--- src/rtl/wb_pkg.sv ---
// Shared definitions for the Wishbone arbiter family: FSM encoding,
// watchdog counter sizing and the two-host round-robin pick.
package wb_pkg;

    typedef enum logic [1:0] {
        IDLE  = 2'd0,
        BUSY  = 2'd1,
        ABORT = 2'd2
    } state_e;

    localparam int unsigned WDC_MIN_W = 8;

    function automatic int unsigned wdc_width(input int unsigned timeout);
        int unsigned w;
        w = $clog2(timeout + 1);
        return (w < WDC_MIN_W) ? WDC_MIN_W : w;
    endfunction

    // Returns {valid, host}; a tie goes to the host that was not granted last.
    function automatic logic [1:0] rr_pick(input logic cyc0, input logic cyc1, input logic last);
        logic [1:0] p;
        p = 2'b00;
        if (cyc0 && cyc1) p = {1'b1, ~last};
        else if (cyc0)    p = 2'b10;
        else if (cyc1)    p = 2'b11;
        return p;
    endfunction

endpackage

--- src/rtl/wbarb_2x1_if.sv ---
// Classic Wishbone port bundle; master drives the request, slave answers.
interface wbarb_2x1_if #(
    parameter int unsigned AW = 24,
    parameter int unsigned DW = 32,
    parameter int unsigned SW = DW / 8
);
    logic          cyc;
    logic          stb;
    logic          we;
    logic [AW-1:0] addr;
    logic [DW-1:0] wdata;
    logic [SW-1:0] sel;
    logic          ack;
    logic          err;
    logic [DW-1:0] rdata;

    modport master (output cyc, stb, we, addr, wdata, sel, input ack, err, rdata);
    modport slave  (input cyc, stb, we, addr, wdata, sel, output ack, err, rdata);
endinterface

--- src/rtl/wb_timeout.sv ---
// Bus watchdog: counts cycles a strobe waits without a response and flags
// the cycle in which the wait reaches TIMEOUT. TIMEOUT = 0 never expires.
module wb_timeout
    import wb_pkg::*;
#(
    parameter int unsigned TIMEOUT = 255
) (
    input  logic clk,
    input  logic rst,
    input  logic stb,
    input  logic resp,
    output logic expire
);
    localparam int unsigned CW = wdc_width(TIMEOUT);
    localparam logic [CW-1:0] LIMIT = CW'((TIMEOUT == 0) ? 0 : TIMEOUT - 1);

    logic [CW-1:0] wdc;

    // Saturating wait counter, cleared whenever the strobe is idle or answered
    always_ff @(posedge clk or negedge rst) begin
        if (!rst) begin
            wdc <= '0;
        end else if (!stb || resp) begin
            wdc <= '0;
        end else if (wdc != '1) begin
            wdc <= wdc + CW'(1);
        end
    end

    assign expire = (TIMEOUT != 0) && stb && !resp && (wdc == LIMIT);
endmodule

--- src/rtl/wbarb_2x1.sv ---
// Two-host, one-device Wishbone arbiter: round-robin ownership per cyc
// cycle, combinational data path, and a watchdog that aborts hung accesses.
module wbarb_2x1
    import wb_pkg::*;
#(
    parameter int unsigned AW      = 24,
    parameter int unsigned DW      = 32,
    parameter int unsigned SW      = DW / 8,
    parameter int unsigned TIMEOUT = 255
) (
    input  logic        clk,
    input  logic        rst,
    wbarb_2x1_if.slave  wb_host0,
    wbarb_2x1_if.slave  wb_host1,
    wbarb_2x1_if.master wb_dev,
    output logic [1:0]  grant,
    output logic        timeout_evt
);
    state_e        state, state_nxt;
    logic          owner, owner_nxt;
    logic          last, last_nxt;
    logic [1:0]    pick;
    logic          rearb, expire, resp;
    logic          own_cyc, own_stb, own_we;
    logic [AW-1:0] own_addr;
    logic [DW-1:0] own_wdata;
    logic [SW-1:0] own_sel;
    logic          m_cyc, m_stb, m_we;
    logic [AW-1:0] m_addr;
    logic [DW-1:0] m_wdata;
    logic [SW-1:0] m_sel;
    logic          ack0, ack1, err0, err1;

    assign resp      = wb_dev.ack | wb_dev.err;
    assign pick      = rr_pick(wb_host0.cyc, wb_host1.cyc, last);
    assign own_cyc   = owner ? wb_host1.cyc   : wb_host0.cyc;
    assign own_stb   = owner ? wb_host1.stb   : wb_host0.stb;
    assign own_we    = owner ? wb_host1.we    : wb_host0.we;
    assign own_addr  = owner ? wb_host1.addr  : wb_host0.addr;
    assign own_wdata = owner ? wb_host1.wdata : wb_host0.wdata;
    assign own_sel   = owner ? wb_host1.sel   : wb_host0.sel;

    always_ff @(posedge clk or negedge rst) begin
        if (!rst) begin
            state <= IDLE;
            owner <= 1'b0;
            last  <= 1'b1;
        end else begin
            state <= state_nxt;
            owner <= owner_nxt;
            last  <= last_nxt;
        end
    end

    // Re-arbitrate when idle or on the edge the owner releases cyc
    always_comb begin
        state_nxt = state;
        owner_nxt = owner;
        last_nxt  = last;
        rearb     = (state == IDLE) || ((state == BUSY) && !own_cyc);
        if (rearb) begin
            state_nxt = pick[1] ? BUSY : IDLE;
            if (pick[1]) begin
                owner_nxt = pick[0];
                last_nxt  = pick[0];
            end
        end else if ((state == BUSY) && expire) begin
            state_nxt = ABORT;
        end else if (state == ABORT) begin
            state_nxt = IDLE;
            last_nxt  = owner;
        end
    end

    always_comb begin
        m_cyc       = 1'b0;
        m_stb       = 1'b0;
        m_we        = 1'b0;
        m_addr      = '0;
        m_wdata     = '0;
        m_sel       = '0;
        ack0        = 1'b0;
        ack1        = 1'b0;
        err0        = 1'b0;
        err1        = 1'b0;
        grant       = 2'b00;
        timeout_evt = 1'b0;
        case (state)
            BUSY: begin
                m_cyc   = own_cyc;
                m_stb   = own_stb;
                m_we    = own_we;
                m_addr  = own_addr;
                m_wdata = own_wdata;
                m_sel   = own_sel;
                grant   = owner ? 2'b10 : 2'b01;
                ack0    = !owner && wb_host0.cyc && wb_dev.ack;
                ack1    =  owner && wb_host1.cyc && wb_dev.ack;
                err0    = !owner && wb_host0.cyc && wb_dev.err;
                err1    =  owner && wb_host1.cyc && wb_dev.err;
            end
            // Device is released and any late response is dropped
            ABORT: begin
                timeout_evt = 1'b1;
                err0        = !owner;
                err1        = owner;
            end
            default: ;
        endcase
    end

    assign wb_dev.cyc     = m_cyc;
    assign wb_dev.stb     = m_stb;
    assign wb_dev.we      = m_we;
    assign wb_dev.addr    = m_addr;
    assign wb_dev.wdata   = m_wdata;
    assign wb_dev.sel     = m_sel;
    assign wb_host0.ack   = ack0;
    assign wb_host1.ack   = ack1;
    assign wb_host0.err   = err0;
    assign wb_host1.err   = err1;
    assign wb_host0.rdata = wb_dev.rdata;
    assign wb_host1.rdata = wb_dev.rdata;

    wb_timeout #(.TIMEOUT(TIMEOUT)) u_wdt (
        .clk    (clk),
        .rst    (rst),
        .stb    (m_stb),
        .resp   (resp),
        .expire (expire)
    );
endmodule

--- src/flat_wrapper.sv ---
// flat-port wrapper written by rule: the top's interface ports become plain ports
module wbarb_2x1_flat import wb_pkg::*;
#(
    parameter int unsigned AW      = 24,
    parameter int unsigned DW      = 32,
    parameter int unsigned SW      = DW / 8,
    parameter int unsigned TIMEOUT = 255
)
  (clk, rst, grant, timeout_evt, wb_host0_cyc, wb_host0_stb, wb_host0_we, wb_host0_addr, wb_host0_wdata, wb_host0_sel, wb_host0_ack, wb_host0_err, wb_host0_rdata, wb_host1_cyc, wb_host1_stb, wb_host1_we, wb_host1_addr, wb_host1_wdata, wb_host1_sel, wb_host1_ack, wb_host1_err, wb_host1_rdata, wb_dev_cyc, wb_dev_stb, wb_dev_we, wb_dev_addr, wb_dev_wdata, wb_dev_sel, wb_dev_ack, wb_dev_err, wb_dev_rdata);
  wbarb_2x1_if #(.AW(AW), .DW(DW), .SW(SW)) wb_host0_i ();
  wbarb_2x1_if #(.AW(AW), .DW(DW), .SW(SW)) wb_host1_i ();
  wbarb_2x1_if #(.AW(AW), .DW(DW), .SW(SW)) wb_dev_i ();
  input  logic clk;
  input  logic rst;
  output logic [1:0] grant;
  output logic timeout_evt;
  input wire logic [$bits(wb_host0_i.cyc)-1:0] wb_host0_cyc;
  input wire logic [$bits(wb_host0_i.stb)-1:0] wb_host0_stb;
  input wire logic [$bits(wb_host0_i.we)-1:0] wb_host0_we;
  input wire logic [$bits(wb_host0_i.addr)-1:0] wb_host0_addr;
  input wire logic [$bits(wb_host0_i.wdata)-1:0] wb_host0_wdata;
  input wire logic [$bits(wb_host0_i.sel)-1:0] wb_host0_sel;
  output wire logic [$bits(wb_host0_i.ack)-1:0] wb_host0_ack;
  output wire logic [$bits(wb_host0_i.err)-1:0] wb_host0_err;
  output wire logic [$bits(wb_host0_i.rdata)-1:0] wb_host0_rdata;
  input wire logic [$bits(wb_host1_i.cyc)-1:0] wb_host1_cyc;
  input wire logic [$bits(wb_host1_i.stb)-1:0] wb_host1_stb;
  input wire logic [$bits(wb_host1_i.we)-1:0] wb_host1_we;
  input wire logic [$bits(wb_host1_i.addr)-1:0] wb_host1_addr;
  input wire logic [$bits(wb_host1_i.wdata)-1:0] wb_host1_wdata;
  input wire logic [$bits(wb_host1_i.sel)-1:0] wb_host1_sel;
  output wire logic [$bits(wb_host1_i.ack)-1:0] wb_host1_ack;
  output wire logic [$bits(wb_host1_i.err)-1:0] wb_host1_err;
  output wire logic [$bits(wb_host1_i.rdata)-1:0] wb_host1_rdata;
  output wire logic [$bits(wb_dev_i.cyc)-1:0] wb_dev_cyc;
  output wire logic [$bits(wb_dev_i.stb)-1:0] wb_dev_stb;
  output wire logic [$bits(wb_dev_i.we)-1:0] wb_dev_we;
  output wire logic [$bits(wb_dev_i.addr)-1:0] wb_dev_addr;
  output wire logic [$bits(wb_dev_i.wdata)-1:0] wb_dev_wdata;
  output wire logic [$bits(wb_dev_i.sel)-1:0] wb_dev_sel;
  input wire logic [$bits(wb_dev_i.ack)-1:0] wb_dev_ack;
  input wire logic [$bits(wb_dev_i.err)-1:0] wb_dev_err;
  input wire logic [$bits(wb_dev_i.rdata)-1:0] wb_dev_rdata;
  assign wb_host0_i.cyc = wb_host0_cyc;
  assign wb_host0_i.stb = wb_host0_stb;
  assign wb_host0_i.we = wb_host0_we;
  assign wb_host0_i.addr = wb_host0_addr;
  assign wb_host0_i.wdata = wb_host0_wdata;
  assign wb_host0_i.sel = wb_host0_sel;
  assign wb_host0_ack = wb_host0_i.ack;
  assign wb_host0_err = wb_host0_i.err;
  assign wb_host0_rdata = wb_host0_i.rdata;
  assign wb_host1_i.cyc = wb_host1_cyc;
  assign wb_host1_i.stb = wb_host1_stb;
  assign wb_host1_i.we = wb_host1_we;
  assign wb_host1_i.addr = wb_host1_addr;
  assign wb_host1_i.wdata = wb_host1_wdata;
  assign wb_host1_i.sel = wb_host1_sel;
  assign wb_host1_ack = wb_host1_i.ack;
  assign wb_host1_err = wb_host1_i.err;
  assign wb_host1_rdata = wb_host1_i.rdata;
  assign wb_dev_cyc = wb_dev_i.cyc;
  assign wb_dev_stb = wb_dev_i.stb;
  assign wb_dev_we = wb_dev_i.we;
  assign wb_dev_addr = wb_dev_i.addr;
  assign wb_dev_wdata = wb_dev_i.wdata;
  assign wb_dev_sel = wb_dev_i.sel;
  assign wb_dev_i.ack = wb_dev_ack;
  assign wb_dev_i.err = wb_dev_err;
  assign wb_dev_i.rdata = wb_dev_rdata;
  wbarb_2x1 #(.AW(AW), .DW(DW), .SW(SW), .TIMEOUT(TIMEOUT)) u_core (.clk(clk), .rst(rst), .wb_host0(wb_host0_i), .wb_host1(wb_host1_i), .wb_dev(wb_dev_i), .grant(grant), .timeout_evt(timeout_evt));
endmodule
--- config.mk ---
export PLATFORM = sky130hd
export DESIGN_NAME = wbarb_2x1_flat
export DESIGN_NICKNAME = d
export VERILOG_FILES = /design/src/rtl/wb_pkg.sv /design/src/rtl/wbarb_2x1_if.sv /design/src/rtl/wb_timeout.sv /design/src/rtl/wbarb_2x1.sv /design/src/flat_wrapper.sv
export SDC_FILE = /design/constraint.sdc
export NUM_CORES = 1
export LEC_CHECK = 0
export ABC_AREA = 1
export ABC_CLOCK_PERIOD_IN_PS = 1900
export CELL_PAD_IN_SITES_DETAIL_PLACEMENT = 1
export CELL_PAD_IN_SITES_GLOBAL_PLACEMENT = 1
export CORE_MARGIN = 2
export CORE_UTILIZATION = 12
export DETAILED_ROUTE_END_ITERATION = 6
export PLACE_DENSITY_LB_ADDON = 0.1
export SYNTH_ARGS = -nofsm -noshare
export SYNTH_HDL_FRONTEND = slang
export SYNTH_HIERARCHICAL = 1
export SYNTH_SLANG_ARGS = --single-unit
--- constraint.sdc ---
create_clock -name clk -period 1.9 [get_ports clk]
set_input_delay 0.57 -clock clk [delete_from_list [all_inputs] [get_ports clk]]
set_output_delay 0.57 -clock clk [all_outputs]
set_load 0.05 [all_outputs]
Word-level counts from Yosys, hierarchy flattened
Cells that the tools add are included.

Register bits: 12. Input port bits: 162. Output and inout bits: 134. Logic and storage cells: 68.

Add/sub/neg operators: 1. Equal/unequal tests: 6. Muxes and demuxes: 32. Bitwise operators: 2. Reduce and logical (&&, ||, !) cells: 23.

Operators with widths (number): $mux 32 (2); $mux 24 (2); $mux 2 (8); $mux 8 (2); $mux 1 (14); $logic_and 1x1->1 (11); $add 8x1->8 const B (1); $eq 8x8->1 const B (1); $mux 4 (2); $ne 8x8->1 const B (1); $logic_not 1->1 (4); $ne 2x1->1 const B (2); $pmux 1 s2 (2); $reduce_bool 2->1 (2); $reduce_and 3->1 (1); $reduce_bool 3->1 (1); $eq 2x1->1 const B (1); $eq 2x2->1 const B (1); $logic_not 2->1 (1); $logic_or 1x1->1 (2); $reduce_and 2->1 (1); $not 1->1 (1); $or 1x1->1 (1).

Depth between registers and ports, before layout
Depth after elaboration: 7. Mapped depth: 15. Gate-level depth less buffers: 14.

Modules after synthesis
The synthesis kept the hierarchy.

By module, submodules not included: wbarb_2x1 (times used 1, cells each 189, area an instance 1488.9 um^2, sequential area each 101.3 um^2); wb_timeout (times used 1, cells each 63, area an instance 485.5 um^2, sequential area each 200.2 um^2).

Least setup slack after synthesis
No wires, ideal clock.

Path type: register to output. Start: register u_core.state[0]. End: output port wb_host0_err. Arrival time: 2.341 ns. Required time: 1.330 ns. Slack: -1.011 ns. Stages on the path, launching flop included: 5. Buffers on the path: 0. Cell sequence: dfrtp_1 -> inv_1 -> ha_1 -> inv_1 -> a211oi_1.

Cells in the longest elaborated chain, start to end: 2. Elaborated cells between the ends (all ways): 3. Classes of those cells: eq/ne: 2; mux: 1.

RTL lines: from (decl) (RTL line wbarb_2x1.sv:19) `state_e state, state_nxt;`; from (signal assigned) (RTL line wbarb_2x1.sv:49) `state <= state_nxt;`; $eq 2x2->1 / $eq 2x1->1 (equally long branches) (RTL line wbarb_2x1.sv:88) `case (state)`; $pmux 1 s2 * (RTL line wbarb_2x1.sv:88); to (decl) (RTL line flat_wrapper.sv:24) `output wire logic [$bits(wb_host0_i.err)-1:0] wb_host0_err;`.

Mark *: on every way between the ends. The rest lies on a longest branch, timed or not.

Worst setup path after layout
Start: register u_core.state[0]. End: output port wb_dev_addr[1].

Cells in the longest elaborated chain, start to end: 2.

RTL lines: $eq 2x1->1 (RTL line wbarb_2x1.sv:88); $mux 24 (RTL line wbarb_2x1.sv:88); to (decl) (RTL line flat_wrapper.sv:38) `output wire logic [$bits(wb_dev_i.addr)-1:0] wb_dev_addr;`.

Every way passes these cells.

==> summary.md <==
| Metric | Value |
|---|---|
| Failing checks | negative setup slack |
| Period utilization | 1.18 |
| CP bufs+invs | 4 |
| Synth Warn # | 6 |
| CTS tree | built |
| Cell count along the critical path | 7 |
| Final Hold Fails | 0 |
| Skew final | a little over 0.007 ns |
| Outcome | finished with violations |
| Largest net degree at the start of global routing | 27 |
| Via density | a little under 4 |
| VDD IR max | 0.000600 V |
| # DRC | 0 |
| RSZ-0062 raised after global routing | true |
| Row cnt | 46 |
| Top cells by area, synth | a22o_1 (28%), buf_4 (25%), dfrtp_1 (14%), nand2_1 (5.3%), buf_6 (3.4%) |
| Global route total overflow | 0 |
| Cts bufs inserted | 3 |
| Startpoint Class | register |
| Mapped Area | between 1500 and 2000 sq um |
| # diodes | 0 |
| Fin worst setup slack | -0.345 ns |
| Power per cell area | between 1500 and 2000 nW/um^2 |
| # setup viols final | between 70 and 80 |
| Clock Sink Count | 12 |
| Clock Tree Root | clkbuf_16 |
| Cell Chain, Critical Path | ha_4 -> nand2_2 -> inv_4 -> buf_12 -> buf_16 -> a22o_1 -> buf_12 |
| Design Power | between 9 and 10 mW |
| Max Fanout on Critical Path | 13 |
| Worst EP required | 1.33 ns |
| WL final | 11700 um |
| Layout cells sized above 1 | 0.433 |
| Via count | around 2400 |
| Die X | roughly 130 um |
| Worst min-delay path class | reg -> reg |
| Post-DRT Antenna Nets | 0 |
| Detailed placement HPWL | approximately 9700 um |
| R2R depth | 17 |
| H-Tree Depth | 1 |
| GRT Total Usage | 0.128 |
| GP Congestion | 0.762 |
| Hold WS | ~0.50 ns |
| Hold Path Stages | 2 |
| Fin nets | between 500 and 600 |
| Initial antenna violation count | 1 |
| Arr. time, crit path | around 1.7 ns |
| Synth unique cells | 27 |
| Worst path max stage delay | 0.40 ns |
| Synthesized flop and latch total | 12 |
| Design Area, Final | 5290 sq um |
| Critical Path Most Common Cell | buf_12 |
| Final Critical Period | between 2 and 2.5 ns |
| Pleak | 2.19 nW |
| Slew headroom | 0.841 |
| Core Util, Final | 0.331 |
| Pin slew with the least headroom to its limit | roughly 0.24 ns |
| First-pass GRT wire length | around 17000 um |
| Die area | roughly 17000 sq um |
| Max Cap Viol | 0 |
| Skew-Pair Late Insertion Delay | between 0.2 and 0.3 ns |
| Yosys top cell by area | a22o_1 |
| Core ar. | about 16000 sq um |
| # port buffers | ~200 |
| I/O pin count | approximately 300 |
| Syn Nets | between 400 and 500 |
| Slew Limit Fails | 0 |
| Hold buffers post-CTS | 0 |
| Placed cells | 612 |
| Crit Path Category | reg -> out |
| Post-route insts no fill | 629 |
| Dpl cell area | between 4000 and 5000 sq um |
| Area Growth Syn to Fin | 168% |
| Die Ht | ~130 um |
| Sum of negative setup slack | -21.98 ns |
| Crit end category | output pin |
| Clock Pin Slew Worst Setup and Hold Paths | approximately 0.040 ns |
| Max clock buf depth | 2 |
| Syn avg cell area | slightly below 8 sq um |
| Vias in the first global route | 2572 |
| Top cell type's share of synthesized area | 0.275 |
| Router iterations before antenna repair | 3 |
| Slowest cell on the critical path | dfrtp_1 |
| Wire length per cell | between 15 and 20 um |
| Setup slack at placement | -0.362 ns |
| Initial Utilization | 0.123 |
| Seq/Total Area, Yosys | 0.153 |
| Fmax | between 0.4 and 0.5 GHz |
| Top Family by Delay on Critical Path | buffers and inverters |
| Initial drt markers | 46 |
| Synth Instances | 252 |
[placed cells by master (no fill, tap or decap), types with 2 or more instances in the layout]
cell / count
o21ai_2: 2
buf_4: 17
inv_2: 5
nor2_4: 3
inv_1: 5
a22o_1: 33
dfrtp_1: 10
nor3_4: 2
nor2_1: 10
or2_2: 2
ha_4: 3
a211oi_4: 2
buf_6: 10
nand3_2: 3
clkbuf_16: 4
ha_1: 2
inv_4: 4
nand3_4: 2
buf_16: 3
o21ai_0: 2
buf_12: 75
a21oi_1: 2
clkdlybuf4s50_1: 125
nand2_2: 6
a22o_4: 29
dlygate4sd2_1: 3
a31oi_1: 2
nand4_1: 3
nand3_1: 8
nand2_1: 26
[worst min-delay path: cells and delay by family, from the launching register on]
family / cells / cell delay (ns)
flip-flops: 1 / 0.37
AND/OR/NAND/NOR: 2 / 0.13
[cells in the mapped netlist (all sizes together)]
library cell / n
a211oi: 2
a21boi: 1
a21oi: 3
a22o: 62
a31oi: 2
buf: 78
dfrtp: 11
dfstp: 1
ha: 5
inv: 15
nand2: 33
nand3: 13
nand4: 3
nor2: 14
nor3: 2
o21ai: 4
o21bai: 1
or2: 2
[where the power goes]
part | internal (mW) | leakage (nW) | switching (mW)
logic | 4.54 | 2.00 | 4.67
clock network | 0.284 | 0.0382 | 0.122
registers | 0.301 | 0.158 | 0.0448
[flip-flops by register name, indices dropped and copies added, names as in the netlist]
register / cells
u_core/u_wdt/wdc: 8
u_core/last: 1
u_core/owner: 1
u_core/state: 2
[cells by family after synthesis]
family | after synthesis | share of synthesized area
AOI/OAI and AO/OA | 75 | 0.316
buffers and inverters | 93 | 0.328
and+or+nand+nor | 67 | 0.172
adders and majority gates | 5 | 0.0317
DFF | 12 | 0.153
[routing by layer]
| layer | share of wire | vias to the layer above | global-route usage | routed length, um |
|---|---|---|---|---|
| met5 | 0.0014 | - | 0 | 16 |
| li1 | - | 1162 | - | - |
| met4 | 0.0021 | 2 | 0.00956 | 25 |
| met2 | 0.51 | 141 | 0.230 | 5990 |
| met3 | 0.089 | 6 | 0.0496 | 1040 |
| met1 | 0.40 | 1124 | 0.150 | 4620 |
[final cells by class]
type	count	area (sq um)
fillers	1788	10700
repair buffers	235	3130
multi-input cells	147	1430
flip-flops and latches	12	303
well taps	216	270
clock buffers	4	78.8
inverters	15	73.8
[final timing paths]
kind	start	end	slack, ns
max	u_core/state[0]	wb_dev_addr[1]	-0.34
min	u_core/last	u_core/last	0.50
max reg2reg	u_core/state[1]	u_core/last	-0.15
min reg2reg	u_core/last	u_core/last	0.50
max in group asynchronous	rst	u_core/last	1.03
min in group asynchronous	rst	u_core/u_wdt/wdc[4]	0.63
[repair_timing]
action,in CTS,in global routing
endpoints found under the setup margin,74,77
setup buffers,7,3
resized for setup,43,24
pin swaps,17,7
cloned,2,2
(Power assumes the default switching activity.)
